===== config.mk =====
export PLATFORM = sky130hd
export DESIGN_NAME = tank_sprite_scheduler
export DESIGN_NICKNAME = d
export VERILOG_FILES = /design/src/rtl/tank_sprite_scheduler.sv
export SDC_FILE = /design/constraint.sdc
export NUM_CORES = 1
export LEC_CHECK = 0
export BUFFER_PORTS_ARGS = -buffer_cell sky130_fd_sc_hd__clkbuf_2
export CAP_MARGIN = 20
export CORE_ASPECT_RATIO = 0.8
export CORE_UTILIZATION = 50
export CTS_BUF_LIST = sky130_fd_sc_hd__clkbuf_4
export DETAILED_ROUTE_END_ITERATION = 6
export HOLD_SLACK_MARGIN = 0.06
export PLACE_DENSITY = 0.68
export SLEW_MARGIN = 40
export SYNTH_ARGS = -nofsm -noshare
export SYNTH_HDL_FRONTEND = slang
export SYNTH_SLANG_ARGS = --single-unit

===== constraint.sdc =====
create_clock -name clk -period 16.4 [get_ports clk]
set_clock_uncertainty 0.2 [all_clocks]
set_input_delay 2.46 -clock clk [delete_from_list [all_inputs] [get_ports clk]]
set_output_delay 2.46 -clock clk [all_outputs]
set_load 0.01 [all_outputs]

===== src/rtl/tank_sprite_scheduler.sv =====
`default_nettype none
// ============================================================================
// Module      : tank_sprite_scheduler
// Description : Per-pixel tank sprite arbiter that shares one set of sprite
//               ROMs, with a double-buffered tank table and overlap counter.
// Revision    : 1.0 - initial release
// ============================================================================
module tank_sprite_scheduler #(
    parameter int NUM_TANKS   = 4,
    parameter int SPRITE_SIZE = 32,
    localparam int c_slot_w   = (NUM_TANKS > 1) ? $clog2(NUM_TANKS) : 1,
    localparam int c_addr_w   = $clog2(SPRITE_SIZE * SPRITE_SIZE)
) (
    input  logic                clk,
    input  logic                reset,
    input  logic                frame_start,
    input  logic                wr_en,
    input  logic [c_slot_w-1:0] wr_slot,
    input  logic [9:0]          wr_x,
    input  logic [9:0]          wr_y,
    input  logic [1:0]          wr_dir,
    input  logic                wr_enemy,
    input  logic                wr_active,
    input  logic                pix_valid,
    input  logic [9:0]          draw_x,
    input  logic [9:0]          draw_y,
    output logic [c_addr_w-1:0] rom_address,
    output logic [1:0]          dir_sel,
    output logic                enemy,
    output logic                hit,
    output logic [15:0]         overlap_count
);

    localparam int          c_sz_w     = $clog2(SPRITE_SIZE);
    localparam logic [10:0] c_size_ext = 11'(SPRITE_SIZE);
    localparam logic [15:0] c_cnt_max  = 16'hFFFF;

    // Shadow (game-logic side) and committed (render side) tank tables
    logic [9:0] r_sh_x      [NUM_TANKS];
    logic [9:0] r_sh_y      [NUM_TANKS];
    logic [1:0] r_sh_dir    [NUM_TANKS];
    logic       r_sh_enemy  [NUM_TANKS];
    logic       r_sh_active [NUM_TANKS];
    logic [9:0] r_cm_x      [NUM_TANKS];
    logic [9:0] r_cm_y      [NUM_TANKS];
    logic [1:0] r_cm_dir    [NUM_TANKS];
    logic       r_cm_enemy  [NUM_TANKS];
    logic       r_cm_active [NUM_TANKS];

    logic [NUM_TANKS-1:0] w_hit;
    logic [c_sz_w-1:0]    w_dx [NUM_TANKS];
    logic [c_sz_w-1:0]    w_dy [NUM_TANKS];
    logic                 w_multi;
    logic                 w_win_found;
    logic [c_addr_w-1:0]  w_win_addr;
    logic [1:0]           w_win_dir;
    logic                 w_win_enemy;

    logic [c_addr_w-1:0]  r_rom_address;
    logic                 r_s1_hit;
    logic [1:0]           r_s1_dir;
    logic                 r_s1_enemy;
    logic                 r_hit;
    logic [1:0]           r_dir_sel;
    logic                 r_enemy;
    logic [15:0]          r_run_count;
    logic [15:0]          r_overlap_count;

    // Commit reads the shadow's pre-edge value, so a coincident write lands next frame
    always_ff @(posedge clk or posedge reset) begin
        if (reset) begin
            for (int i = 0; i < NUM_TANKS; i++) begin
                r_sh_x[i]      <= '0;
                r_sh_y[i]      <= '0;
                r_sh_dir[i]    <= '0;
                r_sh_enemy[i]  <= 1'b0;
                r_sh_active[i] <= 1'b0;
                r_cm_x[i]      <= '0;
                r_cm_y[i]      <= '0;
                r_cm_dir[i]    <= '0;
                r_cm_enemy[i]  <= 1'b0;
                r_cm_active[i] <= 1'b0;
            end
        end else begin
            for (int i = 0; i < NUM_TANKS; i++) begin
                if (frame_start) begin
                    r_cm_x[i]      <= r_sh_x[i];
                    r_cm_y[i]      <= r_sh_y[i];
                    r_cm_dir[i]    <= r_sh_dir[i];
                    r_cm_enemy[i]  <= r_sh_enemy[i];
                    r_cm_active[i] <= r_sh_active[i];
                end
                if (wr_en && (wr_slot == c_slot_w'(i))) begin
                    r_sh_x[i]      <= wr_x;
                    r_sh_y[i]      <= wr_y;
                    r_sh_dir[i]    <= wr_dir;
                    r_sh_enemy[i]  <= wr_enemy;
                    r_sh_active[i] <= wr_active;
                end
            end
        end
    end

    // 11-bit bounds so a sprite hanging off the right/bottom edge never wraps to 0
    always_comb begin
        w_hit = '0;
        for (int i = 0; i < NUM_TANKS; i++) begin
            w_dx[i]  = draw_x[c_sz_w-1:0] - r_cm_x[i][c_sz_w-1:0];
            w_dy[i]  = draw_y[c_sz_w-1:0] - r_cm_y[i][c_sz_w-1:0];
            w_hit[i] = r_cm_active[i] && pix_valid
                    && ({1'b0, draw_x} >= {1'b0, r_cm_x[i]})
                    && ({1'b0, draw_x} <  ({1'b0, r_cm_x[i]} + c_size_ext))
                    && ({1'b0, draw_y} >= {1'b0, r_cm_y[i]})
                    && ({1'b0, draw_y} <  ({1'b0, r_cm_y[i]} + c_size_ext));
        end
    end

    // Descending scan: the last assignment, i.e. the lowest hitting index, wins
    always_comb begin
        w_win_found = 1'b0;
        w_win_addr  = '0;
        w_win_dir   = '0;
        w_win_enemy = 1'b0;
        for (int i = NUM_TANKS - 1; i >= 0; i--) begin
            if (w_hit[i]) begin
                w_win_found = 1'b1;
                w_win_addr  = {w_dy[i], w_dx[i]};
                w_win_dir   = r_cm_dir[i];
                w_win_enemy = r_cm_enemy[i];
            end
        end
    end

    // Clearing the lowest set bit leaves something only when two or more slots hit
    assign w_multi = |(w_hit & (w_hit - NUM_TANKS'(1)));

    always_ff @(posedge clk or posedge reset) begin
        if (reset) begin
            r_rom_address <= '0;
            r_s1_hit      <= 1'b0;
            r_s1_dir      <= '0;
            r_s1_enemy    <= 1'b0;
            r_hit         <= 1'b0;
            r_dir_sel     <= '0;
            r_enemy       <= 1'b0;
        end else begin
            r_rom_address <= w_win_addr;
            r_s1_hit      <= w_win_found;
            r_s1_dir      <= w_win_dir;
            r_s1_enemy    <= w_win_enemy;
            r_hit         <= r_s1_hit;
            r_dir_sel     <= r_s1_dir;
            r_enemy       <= r_s1_enemy;
        end
    end

    always_ff @(posedge clk or posedge reset) begin
        if (reset) begin
            r_run_count     <= '0;
            r_overlap_count <= '0;
        end else if (frame_start) begin
            r_overlap_count <= r_run_count;
            r_run_count     <= w_multi ? 16'd1 : 16'd0;
        end else if (w_multi && (r_run_count != c_cnt_max)) begin
            r_run_count <= r_run_count + 16'd1;
        end
    end

    assign rom_address   = r_rom_address;
    assign dir_sel       = r_dir_sel;
    assign enemy         = r_enemy;
    assign hit           = r_hit;
    assign overlap_count = r_overlap_count;

endmodule
`default_nettype wire


==> results of run 1 <==
## cell families after synthesis
group                    after synthesis  share of synthesized area, %
buffers and inverters                144                          4.13
AND/OR/NAND/NOR                      272                          10.2
adder cells (fa/ha/maj)              137                          13.3
XOR/XNOR                              40                          2.62
AO/OA/AOI/OAI                        281                          12.4
flip-flops                           242                          45.3
multiplexers                         144                          12.1
## metrics by stage
step / utilization (%) / std cells
3_3_place_gp: 53.8 / 1664
2_1_floorplan: - / 1260
4_1_cts: 56.9 / 1774
6_report: 56.9 / 1775
5_1_grt: 56.9 / 1775
3_5_place_dp: 53.9 / 1665
## final timing paths
check,start,end,slack (ps),depth (start not counted)
setup / recovery,draw_y[0],r_run_count[4],10740,13
hold / removal,r_s1_dir[0],dir_sel[0],140,0
setup reg to reg,r_cm_x[35],r_run_count[4],12040,14
hold reg to reg,r_s1_dir[0],dir_sel[0],140,0
max in group asynchronous,reset,overlap_count[0],13150,3
min in group asynchronous,reset,r_sh_y[7],1720,2
## flip-flops by register name, indices dropped and copies added (netlist names), 2 cells and up
signal,count
r_sh_y,40
r_cm_y,40
r_sh_active,4
r_sh_dir,8
dir_sel,2
r_s1_dir,2
r_sh_enemy,4
r_run_count,16
r_cm_enemy,4
r_cm_x,40
r_cm_dir,8
r_sh_x,40
r_cm_active,4
rom_address,10
overlap_count,16
## power breakdown
group / total (uW) / leakage (uW) / switching (uW) / internal (uW)
Clock: 526 / 0.000470 / 250 / 276
Sequential: 747 / 0.00301 / 54.7 / 692
Combinational: 455 / 0.00352 / 255 / 200
Total: 1730 / 0.00700 / 560 / 1170
## layout make-up
class / count / area, sq um / area share [%]
Clock inverter: 16 / 96.3 / 0.645
Timing Repair Buffer: 90 / 495 / 3.32
Sequential cell: 242 / 6060 / 40.5
Inverter: 102 / 390 / 2.61
Multi-Input combinational cell: 874 / 6760 / 45.2
Antenna cell: 1 / 2.50 / 0.0167
Tap cell: 357 / 447 / 2.99
Clock buffer: 93 / 698 / 4.67
## Yosys cell counts, types with 3 or more instances
| cell type | n |
|---|---|
| dfrtp_1 | 242 |
| mux2_2 | 136 |
| ha_1 | 129 |
| o21ai_0 | 126 |
| nand2_1 | 110 |
| inv_1 | 101 |
| a21oi_1 | 67 |
| nor2_1 | 44 |
| clkbuf_1 | 33 |
| xnor2_1 | 30 |
| nand3_1 | 23 |
| nand2b_1 | 19 |
| nand4_1 | 12 |
| nor3_1 | 12 |
| nor2b_1 | 11 |
| o211ai_1 | 11 |
| a211oi_1 | 10 |
| xor2_1 | 10 |
| a21o_1 | 9 |
| fa_1 | 8 |
| mux2i_1 | 8 |
| o21a_1 | 8 |
| buf_1 | 7 |
| o31ai_1 | 7 |
| or3_1 | 7 |
| or4_1 | 7 |
| a31oi_1 | 5 |
| and3_1 | 5 |
| o2111ai_1 | 5 |
| and4_1 | 4 |
| nor4_1 | 4 |
| o22ai_1 | 4 |
| o31a_1 | 4 |
| a22o_1 | 3 |
| a22oi_1 | 3 |
| a41oi_1 | 3 |
| nand3b_1 | 3 |
## worst max-delay path, stage by stage
cell and delay (ps):
clkbuf_2 80, inv_1 80, ha_1 250, fa_1 400, nand2b_1 170, a21oi_1 220
o221ai_1 170, o211ai_1 290, and4_1 430, a211oi_1 140, or4b_4 680, or4b_1 500
a21oi_1 140
## routing by layer
layer  vias to the layer above  wire length (um)  track usage, %
met5                         -                 0               0
met3                        66              1590            4.26
met4                         0               812            9.38
met2                       245             13200            34.0
met1                      4780             15600            35.5
li1                       4741                 -               -
==> run summary, run 1 <==
Status = completed
Via-per-instance ratio = 5.54
Leak Pwr = 0.00700 uW
Area of the core = 26300 sq um
Final worst slack = 10740 ps
Drt wl/cell = 17.5 um
Pwr dens = 116 nW/um^2
Cts hold-fix bufs = 0
Worst EP arrival = 6030 ps
Total negative slack = 0 ps
CTS tree = yes
Syn_area_per_cell = 10.6 sq um
Fin crit period = 5660 ps
Syn_nets = 1448
Full die area = 27400 sq um
CTS buffer count = 66
CP Capture Type = flip-flop
Mapped cell area = 13400 sq um
Gr usage total = 23.8%
Tcrit/Tclk final = 34.5%
Fmax = 0.177 GHz
PostCTS Resize Cnt = 0
Syn Inst Count = 1260
Critical Setup Path Class = in -> reg
Final #Nets = 1564
PortBufs = 80
H-Tree Depth = 3
Max VDD drop = 0.0472 mV
Hold WC Path Type = reg -> reg
Die boundary width = 185 um
Register area share after synthesis = 45.3%
Layout cell share with drive strength beyond 1 = 23.7%
YS warnings = 0
Unrepaired setup endpoints after global routing = false
Layout area overhead = 11.8%
Pin count of the biggest net entering global routing = 122
#FFs+latches synth = 242
Max_slew headroom = 47.6%
Synth async-reset ratio = 100%
Overall power = 1730 uW
Largest cells by area after synthesis = dfrtp_1 (45%), ha_1 (12%), mux2_2 (11%)
WL final = 31100 um
Commonest non-fill, non-tap cell in the layout = dfrtp_1
Cell area after layout = 14900 sq um
Filler cells = 2308
Via count = 9832
Final hold violation count = 0
# rows = 53
Detailed placement HPWL = 21600 um
GPL Wtd Cong = 0.914
Clock Latency Late Sink = 660 ps
Share of the synthesized area in the top cell type = 45.3%
Slew Viols, Final = 0
Residual DRC = 0
Root buffer cell = clkbuf_4
Initial core utilization = 50.9%
Synth cell types = 64
First-pass GRT wire length = 50700 um
Initial antenna violation count = 1
DRT Pass-1 Iters = 5
Post-synth EDFFs = 0
Clock Sinks = 242
Commonest non-fill, non-tap cells in the layout = dfrtp_1 (242), mux2_2 (136), ha_1 (129)
Synth Flop Type = dfrtp_1
Critical path required time = 16770 ps
Number of global-route vias before repair = 9559
Hold slack = 145 ps
IO Count = 81
Final setup viols = 0
Post-CTS Setup Bufs = 0
Post-synth top area cell = dfrtp_1
Antenna-violating nets left = 0
Worst slew pin tran = 786 ps
Grt ovf = 0
1st-iter DRT viols = 659
Die extent in y = 148 um
Maxcap violations = 0
Crit Path Max Fanout = 24
Worst slack, placed = 10100 ps
Startpoint types = primary input
Clock slew at reported path FFs = 60 ps
DP Area = 14100 sq um
Clock buffer depth = 3
(Power assumes the default switching activity.)
==> run 2, diff against run 1 <==
--- a/config.mk
+++ b/config.mk
@@ -12,7 +12,7 @@
 export CTS_BUF_LIST = sky130_fd_sc_hd__clkbuf_4
 export DETAILED_ROUTE_END_ITERATION = 6
 export HOLD_SLACK_MARGIN = 0.06
-export PLACE_DENSITY = 0.68
+export PLACE_DENSITY = 0.7
 export SLEW_MARGIN = 40
 export SYNTH_ARGS = -nofsm -noshare
 export SYNTH_HDL_FRONTEND = slang
==> constraint.sdc (replaced) <==
create_clock -name clk -period 4.7 [get_ports clk]
set_clock_uncertainty 0.2 [all_clocks]
set_input_delay 0.705 -clock clk [delete_from_list [all_inputs] [get_ports clk]]
set_output_delay 0.705 -clock clk [all_outputs]
set_load 0.01 [all_outputs]
==> run summary, run 2 (synthesis gave the netlist of run 1 again) <==
Max incr delay on CP = 680 ps
IO Count = 81
H-Tree Depth = 2
Die extent in y = 148 um
Startpoint types = flip-flop
Overall power = 5920 uW
Final #Nets = 1568
Number of global-route vias before repair = 9802
Leak Pwr = 0.00704 uW
CTS tree = yes
First-pass GRT wire length = 50500 um
Util after Layout = 57.3%
GPL Wtd Cong = 0.912
PortBufs = 80
Maxcap violations = 0
Worst EP arrival = 4480 ps
Gr usage total = 23.4%
Critical path required time = 5030 ps
Seq. cell area = 6060 sq um
Detailed placement HPWL = 21800 um
Pin count of the biggest net entering global routing = 151
Clock buffer depth = 3
Max_slew headroom = 51.3%
Drt wl/cell = 17.3 um
Clock slew at reported path FFs = 70 ps
Hold slack = 98.3 ps
CP Capture Type = flip-flop
Status = complete, but fails checks
Tcrit/Tclk final = 88.2%
Commonest non-fill, non-tap cells in the layout = dfrtp_1 (242), mux2_2 (136), ha_1 (129)
Layout cell share with drive strength beyond 1 = 23.4%
Max VDD drop = 0.188 mV
DRT Pass-1 Iters = 7
Placed Cells = 1668
Antenna-violating nets left = 0
Initial antenna violation count = 2
Unrepaired setup endpoints after global routing = false
# rows = 53
Commonest non-fill, non-tap cell in the layout = dfrtp_1
Pwr dens = 394 nW/um^2
Critical path, cell by cell = inv_1 > nor3_1 > xnor2_1 > ha_1 > a21o_1 > a21oi_1 > a31oi_1 > nor3_1 > and4_1 > a211oi_1 > or4b_4 > nor4_1 > mux2_2
Total negative slack = 0 ps
Slew Viols, Final = 0
Full die area = 27400 sq um
Clock Sinks = 242
Area of the core = 26300 sq um
Fin crit period = 4150 ps
Via-per-instance ratio = 5.46
Die boundary width = 185 um
Residual DRC = 2
Worst slew pin tran = 730 ps
Fmax = 0.241 GHz
PostCTS Resize Cnt = 0
Internal reg-to-reg setup slack = 550 ps
Filler cells = 2369
Crit path buffers/inverters = 1
Footprint of the multi-input gates = 6760 sq um
CP max stage cell = or4b_4
Most Frequent Cell on Critical Path = nor3_1
Hold WC Path Type = in -> reg
Final setup viols = 0
Crit Path Max Fanout = 24
Failing checks = design-rule violations
Crit path max-delay family = simple AND/OR/NAND/NOR gates
Final hold violation count = 0
Final std cells w/o fill = 1782
1st-iter DRT viols = 592
Layout area overhead = 12.6%
Root buffer cell = clkbuf_4
Via count = 9733
Grt ovf = 0
CTS buffer count = 60
WL final = 30900 um
Clock Latency Late Sink = 700 ps
Initial core utilization = 50.9%
Critical Setup Path Class = reg -> reg
-- run 2: cell types whose count changed in the layout (fill, tap and decap cells not counted), moves of 2 or more --
cell and delta:
clkbuf_4 -6, buf_4 +4, buf_16 +2, dlygate4sd3_1 +5, clkinv_1 +4, buf_6 -3
buf_12 +2
-- run 2: where the power goes --
part,leakage (uW),internal [uW],switching (uW),total [uW]
combinational,0.00358,705,873,1580
sequential,0.00301,2410,195,2610
clock,0.000448,899,836,1730
-- run 2: cell type report --
class / instances / share of cell area [%]
multi-input combinational: 874 / 44.9
sequential: 242 / 40.3
clock buffer: 87 / 4.34
timing repair buffer: 100 / 4.24
tap: 357 / 2.97
inverter: 102 / 2.57
clock inverter: 18 / 0.649
antenna: 2 / 0.0333
-- run 2: worst paths after layout --
check,cells after the start,to,startpoint
setup / recovery,13,r_run_count[13],r_cm_x[35]
hold / removal,2,r_sh_y[4],wr_y[4]
setup reg to reg,13,r_run_count[13],r_cm_x[35]
hold reg to reg,0,enemy,r_s1_enemy
max in group asynchronous,5,r_sh_enemy[1],reset
min in group asynchronous,3,r_sh_y[35],reset
-- run 2: through the flow --
step | setup slack, ps | instance area, sq um
after global placement | 357 | 14200
after floorplan | 619 | 13400
after global routing | 321 | 15000
after CTS | 576 | 15000
after detailed placement | 254 | 14200
final | 552 | 15000
-- run 2: timing repair --
item,4_1_cts,5_1_grt
buffers inserted,0,0
hold buffers,5,0
endpoints found under the hold margin,40,0
-- run 2: layer usage --
layer / vias up / GRT usage (%) / wire length (um)
met3: 45 / 4.09 / 1580
li1: 4755 / - / -
met4: 0 / 7.52 / 656
met2: 258 / 34.8 / 13300
met1: 4675 / 34.7 / 15400
met5: - / 0 / 0
==> run 3, diff against run 2 <==
--- a/config.mk
+++ b/config.mk
@@ -8,11 +8,11 @@
 export BUFFER_PORTS_ARGS = -buffer_cell sky130_fd_sc_hd__clkbuf_2
 export CAP_MARGIN = 20
 export CORE_ASPECT_RATIO = 0.8
-export CORE_UTILIZATION = 50
+export CORE_UTILIZATION = 57
 export CTS_BUF_LIST = sky130_fd_sc_hd__clkbuf_4
 export DETAILED_ROUTE_END_ITERATION = 6
 export HOLD_SLACK_MARGIN = 0.06
-export PLACE_DENSITY = 0.7
+export PLACE_DENSITY = 0.78
 export SLEW_MARGIN = 40
 export SYNTH_ARGS = -nofsm -noshare
 export SYNTH_HDL_FRONTEND = slang
==> run summary, run 3 (synthesis gave the netlist of run 1 again) <==
Hold WC Path Type = in -> reg
DP Area = 14200 sq um
Cts hold-fix bufs = 9
Commonest non-fill, non-tap cells in the layout = dfrtp_1 (242), mux2_2 (136), ha_1 (129)
Worst EP arrival = 4620 ps
Clock slew at reported path FFs = 70 ps
Total negative slack = 0 ps
Worst r2r src = r_cm_x[15]
Max VDD drop = 0.247 mV
Hold slack = 104 ps
Power Internal = 3980 uW
Cell area after layout = 15000 sq um
Final #Nets = 1571
Final hold violation count = 0
Unrepaired setup endpoints after global routing = false
Status = completed
Filler cells = 1829
Grt ovf = 0
WL final = 31700 um
Final std cells w/o fill = 1729
Tcrit/Tclk final = 89.8%
Internal reg-to-reg setup slack = 480 ps
Maxcap violations = 0
PortBufs = 80
Crit Path Max Fanout = 24
GPL Wtd Cong = 0.915
Drt wl/cell = 18.3 um
First-pass GRT wire length = 52400 um
Root buffer cell = clkbuf_4
Max_slew headroom = 47.6%
CTS buffer count = 59
Critical path, cell by cell = ha_1 > nand3_1 > xnor2_1 > ha_1 > a21oi_1 > o21ai_0 > nor3_1 > a21oi_1 > nor4b_4 > nor3_1 > or4b_4 > or4b_1 > a21oi_1
Max incr delay on CP = 700 ps
Clock buffer depth = 3
Layout cell share with drive strength beyond 1 = 23.1%
Placed Cells = 1619
Clock Latency Late Sink = 700 ps
Number of global-route vias before repair = 10.0k
Slew Viols, Final = 0
Gr usage total = 27.3%
Sequential share of power = 44.1%
Pin count of the biggest net entering global routing = 112
Clock Sinks = 242
Final setup viols = 0
Initial antenna violation count = 1
Overall power = 5930 uW
Clk pwr share = 28.9%
Hold Crit Endpoint = r_sh_enemy[2]
Via count = 9963
Post-CTS Setup Bufs = 0
Die boundary width = 173 um
Worst slew pin tran = 784 ps
PostCTS Resize Cnt = 0
Residual DRC = 0
CP Capture Type = flip-flop
Switching Fraction = 32.8%
# rows = 49
IO Count = 81
Combinational share of power = 27.0%
CP max stage cell = or4b_4
Net switching power = 1940 uW
Critical Setup Path Class = reg -> reg
1st-iter DRT viols = 678
Worst setup startpoint = r_cm_x[15]
Layout area overhead = 12.1%
Fmax = 0.237 GHz
Via-per-instance ratio = 5.76
CTS tree = yes
DRT Pass-1 Iters = 5
R2R Path End = r_run_count[4]
Commonest non-fill, non-tap cell in the layout = dfrtp_1
WHS Path Cells = 2
Area of the core = 22700 sq um
Most Frequent Cell on Critical Path = a21oi_1
Fin crit period = 4220 ps
Pwr dens = 396 nW/um^2
Critical path required time = 5090 ps
R2R cell count = 13
Die extent in y = 139 um
Leak Pwr = 0.00703 uW
Detailed placement HPWL = 22600 um
Antenna-violating nets left = 0
H-Tree Depth = 2
Full die area = 24100 sq um
Worst Hold Launch = wr_enemy
Initial core utilization = 58.7%
Startpoint types = flip-flop
-- run 3: worst max-delay path by stage --
| stage | to | slack [ps] |
|---|---|---|
| 6_report | r_run_count[4] | 480 |
| 5_1_grt | r_run_count[13] | 340 |
| 4_1_cts | r_run_count[4] | 590 |
| 3_5_place_dp | r_run_count[4] | 290 |
| 3_3_place_gp | r_run_count[4] | 390 |
| 2_1_floorplan | dir_sel[0] | 620 |
-- run 3: area by class of cell --
type	count	area, sq um	area share [%]
Tap cell	306	383	2.56
Inverter	102	387	2.58
Antenna cell	1	2.50	0.0167
Sequential cell	242	6060	40.4
Clock buffer	83	623	4.16
Multi-Input combinational cell	874	6760	45.1
Timing Repair Buffer	104	682	4.55
Clock inverter	17	91.3	0.610
-- run 3: through the flow --
step,setup WS (ps),utilization (%)
finish,480,65.9
global route,344,65.9
CTS,588,65.8
detailed placement,286,62.3
global placement,392,62.1
floorplan,619,-
-- run 3: layer usage --
metal,GRT usage [%],up-vias,part of all wire (%)
met3,5.56,53,6.3
li1,-,4747,-
met5,0,-,0
met4,8.29,0,2.1
met2,41.4,295,44
met1,39.6,4868,48
-- run 3: power groups by stage --
stage	logic (uW)	registers, uW	clock network, uW
finish	1600	2620	1710
global placement	1510	2630	0
detailed placement	1570	2650	0
floorplan	1150	2590	0
global route	1800	2650	1860
CTS	1590	2610	1760
-- run 3: worst max-delay path: cells and delay by family (launching register included) --
kind | cells | cell delay (ps)
flip-flops | 1 | 420
adder cells (fa/ha/maj) | 2 | 500
AO/OA/AOI/OAI | 4 | 610
XOR/XNOR | 1 | 190
AND/OR/NAND/NOR | 6 | 2190
